### config.mk
export PLATFORM = sky130hd
export DESIGN_NAME = uart8_tx
export DESIGN_NICKNAME = d
export VERILOG_FILES = /design/src/rtl/uart8_tx.sv
export SDC_FILE = /design/constraint.sdc
export NUM_CORES = 1
export LEC_CHECK = 0
export CORE_MARGIN = 2
export CORE_UTILIZATION = 55
export CTS_CLUSTER_DIAMETER = 120
export DETAILED_ROUTE_END_ITERATION = 16
export PLACE_DENSITY = 0.85
export SLEW_MARGIN = 15
export SYNTH_ARGS = -nofsm -noshare
export SYNTH_HDL_FRONTEND = slang
export SYNTH_SLANG_ARGS = --single-unit
export TNS_END_PERCENT = 50
### constraint.sdc
create_clock -name clk -period 1.7 [get_ports clk]
set_input_delay 0.34 -clock clk [delete_from_list [all_inputs] [get_ports clk]]
set_output_delay 0.34 -clock clk [all_outputs]
set_load 0.01 [all_outputs]
### src/rtl/uart8_tx.sv
// uart8_tx: 8N1 UART transmitter, LSB first, one bit every CLOCK_RATE/BAUD_RATE clocks.
// Define UART8_TX_PARITY_EN to insert an even-parity bit between the data and stop bits.
`timescale 1ns/1ps
module uart8_tx #(
  parameter int CLOCK_RATE = 12000000,
  parameter int BAUD_RATE  = 9600
) (
  input  logic       clk,
  input  logic       rst,
  input  logic       txEn,
  input  logic       txStart,
  input  logic [7:0] in,
  output logic       out,
  output logic       txBusy,
  output logic       txDone
);

  localparam int DIV = CLOCK_RATE / BAUD_RATE;
  localparam int CW  = (DIV < 2) ? 1 : $clog2(DIV);
  localparam logic [CW-1:0] C_ZERO = CW'(0);
  localparam logic [CW-1:0] C_ONE  = CW'(1);
  localparam logic [CW-1:0] C_LAST = CW'(DIV - 1);
  localparam logic [CW-1:0] C_PRE  = CW'(DIV - 2);

  generate
    if (DIV < 2) begin : g_div_check
      $error("uart8_tx: CLOCK_RATE / BAUD_RATE must be at least 2");
    end
  endgenerate

  typedef enum logic [2:0] {
    S_IDLE   = 3'd0,
    S_START  = 3'd1,
    S_DATA   = 3'd2,
    S_STOP   = 3'd3
`ifdef UART8_TX_PARITY_EN
    , S_PARITY = 3'd4
`endif
  } state_t;

  state_t        r_state;
  logic [CW-1:0] r_cnt;
  logic [2:0]    r_bit;
  logic [7:0]    r_shift;
  logic          r_out;
  logic          r_busy;
  logic          r_done;
`ifdef UART8_TX_PARITY_EN
  logic          r_par;

  function automatic logic f_even_parity(input logic [7:0] d);
    return ^d;
  endfunction
`endif

  logic w_accept;
  logic w_last;

  assign w_accept = txEn & txStart;
  assign w_last   = (r_cnt == C_LAST);

  // Frame sequencer; out holds the value for the cycle that follows each edge.
  always_ff @(posedge clk) begin
    if (rst) begin
      r_state <= S_IDLE;
      r_cnt   <= C_ZERO;
      r_bit   <= 3'd0;
      r_shift <= 8'd0;
      r_out   <= 1'b1;
      r_busy  <= 1'b0;
      r_done  <= 1'b0;
`ifdef UART8_TX_PARITY_EN
      r_par   <= 1'b0;
`endif
    end else begin
      r_done <= 1'b0;
      r_cnt  <= w_last ? C_ZERO : (r_cnt + C_ONE);
      case (r_state)
        S_IDLE: begin
          r_cnt  <= C_ZERO;
          r_out  <= 1'b1;
          r_busy <= 1'b0;
          if (w_accept) begin
            r_state <= S_START;
            r_shift <= in;
            r_bit   <= 3'd0;
            r_out   <= 1'b0;
            r_busy  <= 1'b1;
`ifdef UART8_TX_PARITY_EN
            r_par   <= f_even_parity(in);
`endif
          end
        end
        S_START: begin
          if (w_last) begin
            r_state <= S_DATA;
            r_bit   <= 3'd0;
            r_out   <= r_shift[0];
          end
        end
        S_DATA: begin
          if (w_last) begin
            r_shift <= {1'b0, r_shift[7:1]};
            if (r_bit == 3'd7) begin
`ifdef UART8_TX_PARITY_EN
              r_state <= S_PARITY;
              r_out   <= r_par;
`else
              r_state <= S_STOP;
              r_out   <= 1'b1;
`endif
            end else begin
              r_bit <= r_bit + 3'd1;
              r_out <= r_shift[1];
            end
          end
        end
`ifdef UART8_TX_PARITY_EN
        S_PARITY: begin
          if (w_last) begin
            r_state <= S_STOP;
            r_out   <= 1'b1;
          end
        end
`endif
        S_STOP: begin
          // Raised one cycle early so the registered pulse lands on the final stop cycle.
          if (r_cnt == C_PRE) begin
            r_done <= 1'b1;
          end
          if (w_last) begin
            if (w_accept) begin
              r_state <= S_START;
              r_shift <= in;
              r_bit   <= 3'd0;
              r_out   <= 1'b0;
              r_busy  <= 1'b1;
`ifdef UART8_TX_PARITY_EN
              r_par   <= f_even_parity(in);
`endif
            end else begin
              r_state <= S_IDLE;
              r_out   <= 1'b1;
              r_busy  <= 1'b0;
            end
          end
        end
        default: begin
          r_state <= S_IDLE;
          r_cnt   <= C_ZERO;
          r_out   <= 1'b1;
          r_busy  <= 1'b0;
        end
      endcase
    end
  end

  assign out    = r_out;
  assign txBusy = r_busy;
  assign txDone = r_done;

endmodule

After elaboration in Yosys (flattened, before gate mapping). Cells that the tools add are included.

Bits in registers: 28. Latch bits: 0. RAM bits: 0. Memory bits (read-only): 0. Input bits: 12. Output and inout port bits: 3. Word-level logic and storage cells: 64. Memories kept: 0.

Add/sub/neg operators: 2. Multiply operators: 0. Div/mod/pow operators: 0. Magnitude comparators: 0. Equality and inequality tests: 12. Shift-type cells: 0. Multiplexer cells: 27. Bitwise gates (word level): 4. Reductions and logical operators: 12.

Operator list (count): $mux W3 (10); $mux W8 (3); $pmux W3 S4 (2); $pmux W8 S3 (1); $eq A11 B11 Y1 const B (2); $ne A2 B2 Y1 const B (6); $add A11 B1 Y11 const B (1); $reduce_and A5 Y1 (2); $mux W1 (9); $eq A3 B2 Y1 const B (2); $reduce_and A3 Y1 (2); $reduce_or A3 Y1 (2); $pmux W1 S4 (1); $reduce_bool A4 Y1 (1); $reduce_or A2 Y1 (2); $add A3 B1 Y3 const B (1); $eq A3 B1 Y1 const B (1); $eq A3 B3 Y1 const B (1); $logic_not A3 Y1 (1); $not A1 Y1 (3); $pmux W1 S3 (1); $reduce_bool A3 Y1 (1); $reduce_and A2 Y1 (1); $and A1 B1 Y1 (1).

Logic depth before layout (Yosys ltp).
Word-level depth: 4. Depth in mapped cells: 8. Gate-level depth less buffers: 6.

Least setup slack after synthesis. No wires, ideal clock.

Path type: reg-to-reg. From: register r_state[0]. To: register r_shift[6]. Setup time: 0.088 ns. Data arrival time: 1.499 ns. Data required time: 1.612 ns. Setup slack: 0.113 ns. Cell stages (with the launch flop): 9. Path buffers: 2. Clock period less this slack: 1.587 ns. Cells stage by stage: dfxtp_1 -> inv_1 -> ha_1 -> buf_4 -> a21oi_1 -> nor2_1 -> buf_2 -> a21oi_1 -> a311oi_2.

Longest elaborated chain between the ends: 3. Elaborated cells between the ends (all ways): 8. Classes of those cells: 4 x eq/ne; 1 x mux; 3 x reduce/logical.

RTL lines: start, declared (line 41) `state_t r_state;`; start signal, assigned (line 65) `r_state <= S_IDLE;`; start signal, assigned (line 84) `r_state <= S_START;`; start signal, assigned (line 96) `r_state <= S_DATA;`; $eq A3 B2 Y1 / $logic_not A3 Y1 (equally long branches) (line 78) `case (r_state)`; $ne A2 B2 Y1 (no source line) / $reduce_bool A3 Y1 (equally long branches); $reduce_and A3 Y1 (no source line); end signal, assigned (line 85) `r_shift <= in;`; end signal, assigned (line 103) `r_shift <= {1'b0, r_shift[7:1]};`; end signal, assigned (line 134) `r_shift <= in;`; end, declared (line 44) `logic [7:0] r_shift;`.

Several ways; a longest one is shown, not always the timed one. A chain may end at the register's enable or synchronous reset.

Worst setup path in the final report.
From: register r_state[1]. To: register r_bit[1].

Longest elaborated chain between the ends: 3. Elaborated cells between the ends (all ways): 11. Classes of those cells: 7 x eq/ne; 1 x mux; 3 x reduce/logical.

RTL lines: $eq A3 B2 Y1 (tied with other cells) (line 78); $reduce_bool A4 Y1 (no source line) / $ne A2 B2 Y1 (equally long branches); $reduce_and A5 Y1 (no source line); end signal, assigned (line 113) `r_bit <= r_bit + 3'd1;`; end, declared (line 43) `logic [2:0] r_bit;`.

Several ways; a longest one is shown, not always the timed one.

==> out/metrics.cfg <==
[synthesis]
ys_async_sr_fraction = 0
synth_seq_cells = 27
avgSynthCellArea_um2 = 9.23
synth_flop_cell = dfxtp_1
synth_edf_count = 0
synth_area_um2 = 1430
synth_top_area_frac = 0.378
synth_warnings = 0
syn-num-nets = 176
ys_seq_area_frac = 0.378
synth_cell_types = 34
synthCells = 155
yosys-top-cells-area = dfxtp_1 (38%), ha_1 (7.9%), mux2i_1 (5.6%)
synth_top_area_cell = dfxtp_1

[cells_and_area]
stdcell_count = 206
syn_to_final_growth_pct = 18.1
multi_input_area_um2 = 838
drive_gt1_frac = 0.159
register_area_um2 = 544
final_area_um2 = 1690
num_antenna_cells = 0
num-fill-cells = 198
final_util = 0.682
fin_nets = 198

[floorplan]
rows = 18
io_pins = 15
placeableCoreArea_um2 = 2480
initial_core_util = 0.578
die_area_um2 = 3030
die_w_um = 55.0
die_h_um = 55.0

[global_routing]
busiest_layer = met2
grt_util_met2 = 0.369
grt_max_degree = 17
gr-total-overflow = 0
grt_pass1_wl_mm = 4.44
grt_pass1_vias = 1031
grtUsageMet1 = 0.238
grt_use_met3 = 0.0269
grt_util_all_layers = 0.204
antenna_found_initial = 0

[critical_path]
r2r_end = r_bit[1]$_SDFFE_PP0P_
worstReg2RegStart = r_state[1]$_SDFFE_PP0P_
critPathArrivalTime_ns = 1.87
cp_slowest_cell = dfxtp_2
cpMostUsedCell = o21a_1
critPathMaxStageDelay_ns = 0.39
path_cells = inv_1 -> ha_1 -> nor3_2 -> a31oi_2 -> buf_4 -> o21a_1 -> o21a_1
endpoint_kind = register
endpoint = r_bit[1]$_SDFFE_PP0P_
crit_start = r_state[1]$_SDFFE_PP0P_
startpoint_type = register
reg2reg_depth = 7
crit_buf_inv = 2
rrSetupSlack_ns = 0.08
path_max_fanout = 6
path_depth = 7
crit_family = compound AO/OA/AOI/OAI gates
cp_data_required_time_ns = 1.95
path_class = reg -> reg

[route]
post_drt_wl_per_cell_um = 14.2
initialDrtViolationCount = 17
drt.antenna.violating_nets = 0
vias = 1186
drc_errors = 0
routed_via_density = 5.76
wl_mm = 2.93
dr.pass1.iters = 4

[pwr]
p_per_area_nw_per_um2 = 1240
p_leak_nw = 0.609
vdd_ir_drop_max_uv = 691

[sta]
hold_violations = 0
clock_skew_ns = 0.00593
max_freq_mhz = 616
worstMarginPinSlew_ns = 0.371
setup_violations = 0
fin_crit_sh = 0.955
maxSlewViolCount = 0
relSlewSlack = 0.752
min_period_ns = 1.62

[cts]
clk_path_buf_depth = 2
clk_pin_slew_worst_paths_ns = 0.15
cts_tree = built
cts.sinks = 27
numCtsBuffers = 3
cts-root-buf = clkbuf_4
ctsHtreeMaxLevel = 1
insertion_delay_ns = 0.33

[placement]
place_inst = 200
gp_congestion = 0.783
hpwl_mm = 2.19
place.port_buffers = 14
placed_area_um2 = 1620

[flow_run]
drv_cap = 0

[hold_path]
hold_path.class = reg -> reg

[status]
outcome = finished, final reports clean

-- worst reg2reg max path, stage by stage, from the launching register on --
cell and delay, ns:
dfxtp_2 0.39, inv_1 0.07, ha_1 0.25, nor3_2 0.22, a31oi_2 0.07, buf_4 0.19, o21a_1 0.19, o21a_1 0.18
-- layer usage --
metal | up-vias | wire [um] | part of all wire
li1 | 599 | - | -
met1 | 560 | 1280 | 0.44
met2 | 21 | 1510 | 0.51
met3 | 6 | 92 | 0.031
met4 | 0 | 51 | 0.017
met5 | - | 0 | 0
-- stage by stage --
step / hold slack (ns) / TNS [ns] / power, mW / setup WS, ns
after floorplan: 0.445 / 0 / 1.54 / 0.113
after global placement: 0.457 / 0 / 1.69 / 0.0406
after detailed placement: 0.485 / 0 / 1.75 / 0.00698
after CTS: 0.505 / 0 / 2.04 / 0.0391
after global routing: 0.546 / -0.0133 / 2.24 / -0.0133
final: 0.496 / 0 / 2.10 / 0.0773
-- area by class of cell --
type                       instances  share of cell area
multi-input combinational        112               0.496
sequential                        27               0.322
timing repair buffer              23               0.121
inverter                          10              0.0222
tap                               30              0.0222
clock buffer                       3              0.0133
clock inverter                     1             0.00296
-- placed cells by master, fill, tap and decap left out, types with 6 or more instances in the layout --
| master | count |
|---|---|
| dfxtp_1 | 24 |
| nor2_1 | 18 |
| clkdlybuf4s50_1 | 14 |
| nand2_1 | 10 |
| a21oi_1 | 10 |
| inv_1 | 9 |
| mux2i_1 | 8 |
| buf_4 | 8 |
| xnor2_1 | 7 |
| o21a_1 | 7 |
| ha_1 | 7 |
| a311oi_1 | 6 |
-- power by group --
part / leakage (nW) / total, mW / switching (mW) / internal (mW)
combinational: 0.371 / 0.993 / 0.548 / 0.445
clock: 0.0177 / 0.285 / 0.197 / 0.0885
sequential: 0.221 / 0.826 / 0.0749 / 0.751
total: 0.609 / 2.10 / 0.819 / 1.28
-- flip-flops by register name, summed over array words and instances, names as in the netlist --
name	flops
r_shift	8
txBusy	1
r_cnt	11
txDone	1
out	1
r_state	2
r_bit	3
-- worst min path at each step --
stage          cells past startpoint  slack [ns]                  end                start
2_1_floorplan                      1        0.44  r_cnt[0]$_SDFF_PP0_  r_cnt[0]$_SDFF_PP0_
4_1_cts                            2        0.51  txBusy$_SDFFE_PP0P_  txBusy$_SDFFE_PP0P_
3_3_place_gp                       2        0.46     out$_SDFFE_PP1P_     out$_SDFFE_PP1P_
3_5_place_dp                       2        0.48  txBusy$_SDFFE_PP0P_  txBusy$_SDFFE_PP0P_
6_report                           2        0.50  txBusy$_SDFFE_PP0P_  txBusy$_SDFFE_PP0P_
5_1_grt                            2        0.55  txBusy$_SDFFE_PP0P_  txBusy$_SDFFE_PP0P_
-- cell families (layout without fill, tap and decap cells) --
logic type,Yosys count,after routing,synth area share
multiplexers,8,8,0.0559
XOR/XNOR,9,9,0.0551
flip-flops,27,27,0.378
AO/OA/AOI/OAI,38,38,0.205
AND/OR/NAND/NOR,48,48,0.170
buffers and inverters,16,37,0.0568
adder cells (fa/ha/maj),9,9,0.0787
-- Yosys cell counts, types with 3 or more instances --
cell type   n
xnor2_1     7
o21ai_0     3
nand3_1     5
inv_1      10
nand2_1    10
ha_1        9
dfxtp_1    27
mux2i_1     8
nor2_1     18
a311oi_1    6
nor3_1      6
o21a_1      7
a21oi_1    10
-- what timing repair did --
item / in CTS / in global routing
resized for setup: 1 / 10
hold buffers: 0 / 0
endpoints found under the setup margin: 1 / 7
gates cloned: 0 / 1
buffers inserted: 0 / 1
pin swaps: 0 / 1
(Power assumes the default switching activity.)
